$ cat config.mk
export PLATFORM = sky130hd
export DESIGN_NAME = instr_fetch
export DESIGN_NICKNAME = d
export VERILOG_FILES = /design/src/rtl/riscv_pkg.sv /design/src/rtl/pc_next.sv /design/src/rtl/instr_fetch.sv
export SDC_FILE = /design/constraint.sdc
export NUM_CORES = 1
export LEC_CHECK = 0
export ABC_CLOCK_PERIOD_IN_PS = 4640
export BUFFER_PORTS_ARGS = -buffer_cell sky130_fd_sc_hd__buf_2
export CAP_MARGIN = 20
export CORE_MARGIN = 2
export CORE_UTILIZATION = 46
export DETAILED_ROUTE_END_ITERATION = 8
export GPL_ROUTABILITY_DRIVEN = 0
export GPL_TIMING_DRIVEN = 0
export PLACE_DENSITY = 0.95
export SYNTH_ARGS = -nofsm -noshare
export SYNTH_HDL_FRONTEND = slang
export SYNTH_SLANG_ARGS = --single-unit
$ cat constraint.sdc
create_clock -name clk -period 4.64 [get_ports clk]
set_input_delay 0.464 -clock clk [delete_from_list [all_inputs] [get_ports clk]]
set_output_delay 0.464 -clock clk [all_outputs]
set_load 0.01 [all_outputs]
$ cat src/rtl/riscv_pkg.sv
// Shared fetch-stage types and constants. FETCH_MISALIGN_CHECK_EN adds the FAULT state.
package riscv_pkg;

  localparam int XLEN       = 32;
  localparam int OP_W       = 7;
  localparam int FUNCT3_W   = 3;
  localparam int FUNCT3_LSB = 12;
  localparam int FUNCT7B5   = 30;

  localparam logic [XLEN-1:0] NOP = 32'h0000_0013;

  typedef enum logic [2:0] {
    FETCH = 3'd0,
    WAIT  = 3'd1,
    HOLD  = 3'd2,
`ifdef FETCH_MISALIGN_CHECK_EN
    DRAIN = 3'd3,
    FAULT = 3'd4
`else
    DRAIN = 3'd3
`endif
  } fetch_state_e;

endpackage

$ cat src/rtl/pc_next.sv
// Next-PC selection: flush_pc over retire target over hold. With FETCH_MISALIGN_CHECK_EN a
// misaligned new PC is reported instead of being forced to word alignment.
module pc_next
  import riscv_pkg::*;
(
  input  logic [XLEN-1:0] pc_i,
  input  logic            retire_i,
  input  logic            pc_src_i,
  input  logic [XLEN-1:0] pc_target_i,
  input  logic            flush_i,
  input  logic [XLEN-1:0] flush_pc_i,
  output logic [XLEN-1:0] pc_plus4_o,
  output logic            load_o,
  output logic [XLEN-1:0] next_pc_o
`ifdef FETCH_MISALIGN_CHECK_EN
  ,
  output logic            misaligned_o
`endif
);

  logic [XLEN-1:0] raw_pc;

  // Plain modulo-2^32 add, so 32'hFFFF_FFFC wraps to zero.
  assign pc_plus4_o = pc_i + XLEN'(4);
  assign load_o     = flush_i | retire_i;

  // NOTE: every always_comb output gets a default first so no path infers a latch.
  always_comb begin
    raw_pc = pc_i;
    if (flush_i) begin
      raw_pc = flush_pc_i;
    end else if (retire_i) begin
      raw_pc = pc_src_i ? pc_target_i : pc_plus4_o;
    end
  end

`ifdef FETCH_MISALIGN_CHECK_EN
  assign next_pc_o    = raw_pc;
  assign misaligned_o = load_o && (raw_pc[1:0] != 2'b00);
`else
  assign next_pc_o    = raw_pc & ~XLEN'(3);
`endif

endmodule

$ cat src/rtl/instr_fetch.sv
// Single-outstanding instruction fetch stage with decode handshake and flush redirect.
// Optional misaligned-target fault checking under FETCH_MISALIGN_CHECK_EN.
module instr_fetch
  import riscv_pkg::*;
#(
  parameter logic [XLEN-1:0] RESET_PC = 32'h0000_0000
) (
  input  logic                clk,
  input  logic                reset,
  output logic                imem_req,
  output logic [XLEN-1:0]     imem_addr,
  input  logic                imem_ack,
  input  logic [XLEN-1:0]     imem_rdata,
  output logic                instr_valid,
  input  logic                instr_ready,
  output logic [XLEN-1:0]     instr,
  output logic [OP_W-1:0]     op,
  output logic [FUNCT3_W-1:0] funct3,
  output logic                funct7b5,
  output logic [XLEN-1:0]     pc,
  output logic [XLEN-1:0]     pc_plus4,
  input  logic                PCSrc,
  input  logic [XLEN-1:0]     PCTarget,
  input  logic                flush,
  input  logic [XLEN-1:0]     flush_pc,
  output logic                fetch_fault
);

  fetch_state_e    state_q, state_d;
  logic [XLEN-1:0] pc_q;
  logic [XLEN-1:0] instr_q, instr_d;
  logic [XLEN-1:0] next_pc;
  logic            retire;
  logic            pc_load;
`ifdef FETCH_MISALIGN_CHECK_EN
  logic            fault_q;
  logic            misaligned;
`endif

  assign retire = (state_q == HOLD) && instr_ready;

  pc_next u_pc_next (
    .pc_i        (pc_q),
    .retire_i    (retire),
    .pc_src_i    (PCSrc),
    .pc_target_i (PCTarget),
    .flush_i     (flush),
    .flush_pc_i  (flush_pc),
    .pc_plus4_o  (pc_plus4),
    .load_o      (pc_load),
    .next_pc_o   (next_pc)
`ifdef FETCH_MISALIGN_CHECK_EN
    ,
    .misaligned_o(misaligned)
`endif
  );

  always_comb begin
    state_d = state_q;
    instr_d = instr_q;
    case (state_q)
      FETCH: state_d = flush ? FETCH : WAIT;
      WAIT: begin
        if (imem_ack) begin
          // A flushed response is dropped; the old instr stays but is never presented.
          if (!flush) instr_d = imem_rdata;
          state_d = flush ? FETCH : HOLD;
        end else if (flush) begin
          state_d = DRAIN;
        end
      end
      HOLD:  if (flush || instr_ready) state_d = FETCH;
      DRAIN: if (imem_ack) state_d = FETCH;
`ifdef FETCH_MISALIGN_CHECK_EN
      FAULT: if (flush) state_d = FETCH;
`endif
      default: state_d = FETCH;
    endcase
`ifdef FETCH_MISALIGN_CHECK_EN
    if (misaligned) state_d = FAULT;
`endif
  end

  // NOTE: sequential state uses non-blocking assignments so all registers update together.
  always_ff @(posedge clk) begin
    if (reset) begin
      state_q <= FETCH;
      pc_q    <= RESET_PC;
      instr_q <= NOP;
    end else begin
      state_q <= state_d;
      instr_q <= instr_d;
      if (pc_load) pc_q <= next_pc;
    end
  end

`ifdef FETCH_MISALIGN_CHECK_EN
  always_ff @(posedge clk) begin
    if (reset) begin
      fault_q <= 1'b0;
    end else if (misaligned) begin
      fault_q <= 1'b1;
    end
  end
  assign fetch_fault = fault_q;
`else
  assign fetch_fault = 1'b0;
`endif

  // Reset masks the request so memory never sees a fetch during the reset cycle.
  assign imem_req    = !reset && ((state_q == FETCH) || (state_q == WAIT));
  assign imem_addr   = pc_q;
  assign instr_valid = !reset && (state_q == HOLD);

  assign instr    = instr_q;
  assign op       = instr_q[OP_W-1:0];
  assign funct3   = instr_q[FUNCT3_LSB +: FUNCT3_W];
  assign funct7b5 = instr_q[FUNCT7B5];
  assign pc       = pc_q;

endmodule

==> impl_metrics.json <==
{
  "status": "finished, final reports clean",
  "grt_overflow": 0,
  "slew_violations": 0,
  "core_area_sq_um": 7767,
  "grt_max_degree": 13,
  "cts_root_buf": "clkbuf_8",
  "clk_path_buf_depth": 2,
  "drt_iter0_markers": 240,
  "skew_ns": 0.006722,
  "grt_pass1_wl_microns": 19670,
  "min_from": "imem_rdata[4]",
  "crit_type": "flop to output port",
  "critPathMaxFanout": 8,
  "diodes": 0,
  "chipWidth_microns": 93.85,
  "synth.distinct_cells": 51,
  "cap_viol_max_count": 0,
  "endpoint_kind": "output port",
  "ys_ff_latch": 64,
  "min_period_over_period": 0.7752,
  "start_util": 0.4781,
  "synth_edf_count": 0,
  "cts_buffers": 9,
  "hold_class": "primary input to flop",
  "clkTransAtPathRegs_ns": 0.08,
  "synth.yosys.seq_area_share": 0.3450,
  "fin_crit_ns": 3.597,
  "track_usage": 0.2836,
  "setup_viol": 0,
  "pwr_density_cell_nw_per_um2": 261.5,
  "hold_path_end": "instr[4]",
  "post_cts_resized": 0,
  "ioPinCount": 244,
  "drc_errors": 0,
  "cp.arrival_ns": 3.13,
  "num-nets-final": 833,
  "seqCellArea_sq_um": 1281,
  "fmax_mhz": 278.0,
  "netlist_area_sq_um": 3714,
  "io_buffers": 231,
  "fin_hold_ws_ns": 0.3376,
  "antenna_found_initial": 0,
  "setup_tns_ns": 0,
  "postSynthCellCount": 482,
  "grt_pass1_vias": 4176,
  "clkLatencyLatePin_ns": 0.33,
  "via_per_inst": 5.428,
  "crit_slowest_cell": "nor4_1",
  "rsz0062_at_grt": "false",
  "vias": 4543,
  "crit_chain": "ha_1 > nand3_1 > nor4_1 > a21boi_0 > or2_2 > buf_2",
  "start_kind": "flop",
  "min_delay_path_depth": 3,
  "p_leak_nw": 2.614,
  "multi_input_area_sq_um": 1947,
  "required_ns": 4.18,
  "finalPower_w": 0.001364,
  "wl_per_cell_microns": 15.78,
  "worst_slew_pin_slew_ns": 1.106,
  "rrSetupSlack_ns": 1.78,
  "die_y_microns": 93.85,
  "yosys_warnings": 0,
  "dp_hpwl_microns": 10350,
  "area_growth_pct": 40.50,
  "r2r_end": "imem_addr[30]",
  "cts_tree": "yes",
  "async_flop_share": 0,
  "wl_microns": 13210,
  "avgSynthCellArea_sq_um": 7.704,
  "irDropWorstVdd_v": 0.0001394,
  "drtPass1Iterations": 5,
  "synth-main-ff-cell": "dfxtp_1",
  "reg2reg_from": "imem_addr[2]",
  "htree_num_levels": 3,
  "final_antenna_net_count": 0,
  "postCtsSetupRepairBufs": 0,
  "reg2reg_depth": 6,
  "layout-drive-gt1-share": 0.4190,
  "slew_headroom": 0.2556,
  "clkSinkCount": 64,
  "hold_viol_final": 0,
  "rows": 32,
  "fillers": 632,
  "cts.hold.buffers_added": 0,
  "die_area_sq_um": 8808,
  "cpPeakStageDelay_ns": 0.93
}
==> Yosys cell counts, types with 3 or more instances <==
cell	n	area, sq um
buf_2	3	15.01
o22ai_1	11	68.82
nand2b_1	5	31.28
clkbuf_1	24	90.09
nand2_1	81	304.0
or2_2	5	31.28
nor4_1	6	37.54
nand4_1	5	31.28
mux2i_1	6	60.06
nor3_1	11	55.05
and3_1	4	25.02
dfxtp_1	64	1281
nand3b_1	6	45.04
or3_1	3	18.77
a221o_1	6	60.06
a21boi_0	3	22.52
or2_1	3	18.77
xor2_1	8	70.07
buf_4	48	360.4
nor3b_1	4	30.03
a22oi_1	19	142.6
xnor2_1	13	113.9
o31ai_1	5	37.54
inv_1	8	30.03
nor2_1	26	97.59
a21oi_1	46	230.2
nand3_1	16	80.08
o21a_1	3	22.52
o21ai_0	12	60.06
==> worst max path at each step <==
stage                       from      endpoint  slack [ns]  depth (start not counted)
floorplan           imem_addr[2]  pc_plus4[26]        2.17                          6
global placement    imem_addr[2]  pc_plus4[20]        1.61                          6
detailed placement  imem_addr[2]  pc_plus4[22]        1.55                          6
CTS                 imem_addr[2]  pc_plus4[22]        1.17                          6
global route        imem_addr[2]  pc_plus4[20]        0.88                          6
finish              imem_addr[2]  pc_plus4[22]        1.04                          6
==> cells by family after synthesis <==
group / after synthesis / share of synthesized area
mux: 7 / 0.01921
other cells: 1 / 0.001010
flops: 64 / 0.3450
buf+inv: 86 / 0.1368
simple gates: 184 / 0.2433
compound gates: 118 / 0.2018
xor+xnor: 21 / 0.04953
fa+ha+maj: 1 / 0.003369
==> where the power goes <==
part           internal (W)  switching, W  leakage, nW
clock              0.000250      0.000230       0.0887
sequential         0.000572     0.0000356        0.523
combinational      0.000135      0.000142         2.00
==> stage by stage <==
| step | utilization | std cells | setup slack [ns] | cell area, sq um |
|---|---|---|---|---|
| after floorplan | - | 488 | 2.166 | 3736 |
| after global placement | 0.6463 | 821 | 1.608 | 5020 |
| after detailed placement | 0.6463 | 821 | 1.547 | 5020 |
| after CTS | 0.6717 | 837 | 1.168 | 5218 |
| after global routing | 0.6717 | 837 | 0.8811 | 5218 |
| final | 0.6717 | 837 | 1.043 | 5218 |
==> registers in the layout, summed over array words and instances, names as in the netlist <==
signal	flops
instr	32
imem_addr	30
state_q	2
==> placed cells by master, fill, tap and decap left out, types with 3 or more instances in the layout <==
master	count
a21boi_0	3
a21oi_1	46
a221o_1	6
a22oi_1	19
and3_1	4
buf_2	234
buf_4	48
clkbuf_1	25
clkbuf_8	9
clkinvlp_4	3
conb_1	7
dfxtp_1	64
inv_1	8
mux2i_1	6
nand2_1	81
nand2b_1	5
nand3_1	16
nand3b_1	6
nand4_1	5
nor2_1	26
nor3_1	11
nor3b_1	4
nor4_1	6
o21a_1	3
o21ai_0	12
o22ai_1	11
o31ai_1	5
or2_1	3
or2_2	5
or3_1	3
xnor2_1	13
xor2_1	8
==> per-layer routing <==
metal | part of all wire | track usage | vias to the layer above
li1 | - | - | 2138
met1 | 0.36 | 0.3232 | 2059
met2 | 0.51 | 0.5089 | 302
met3 | 0.094 | 0.04093 | 44
met4 | 0.035 | 0.1486 | 0
met5 | 0 | 0 | -
==> layout make-up <==
cell class              instances  area share
clock buffers                  10     0.02446
well taps                     102     0.02446
inverters                       8    0.005755
plain buffers                  78     0.09161
repair buffers                231      0.2216
multi-input cells             338      0.3731
clock inverters                 6     0.01343
flip-flops and latches         64      0.2456
==> critical path, delay by kind of cell, from the launching register on <==
kind	cells	cell delay [ns]
buffers and inverters	1	0.14
DFF	1	0.48
AOI/OAI and AO/OA	1	0.29
and+or+nand+nor	3	1.59
adders and majority gates	1	0.29
Note: power is estimated with default switching activity, not from simulation.
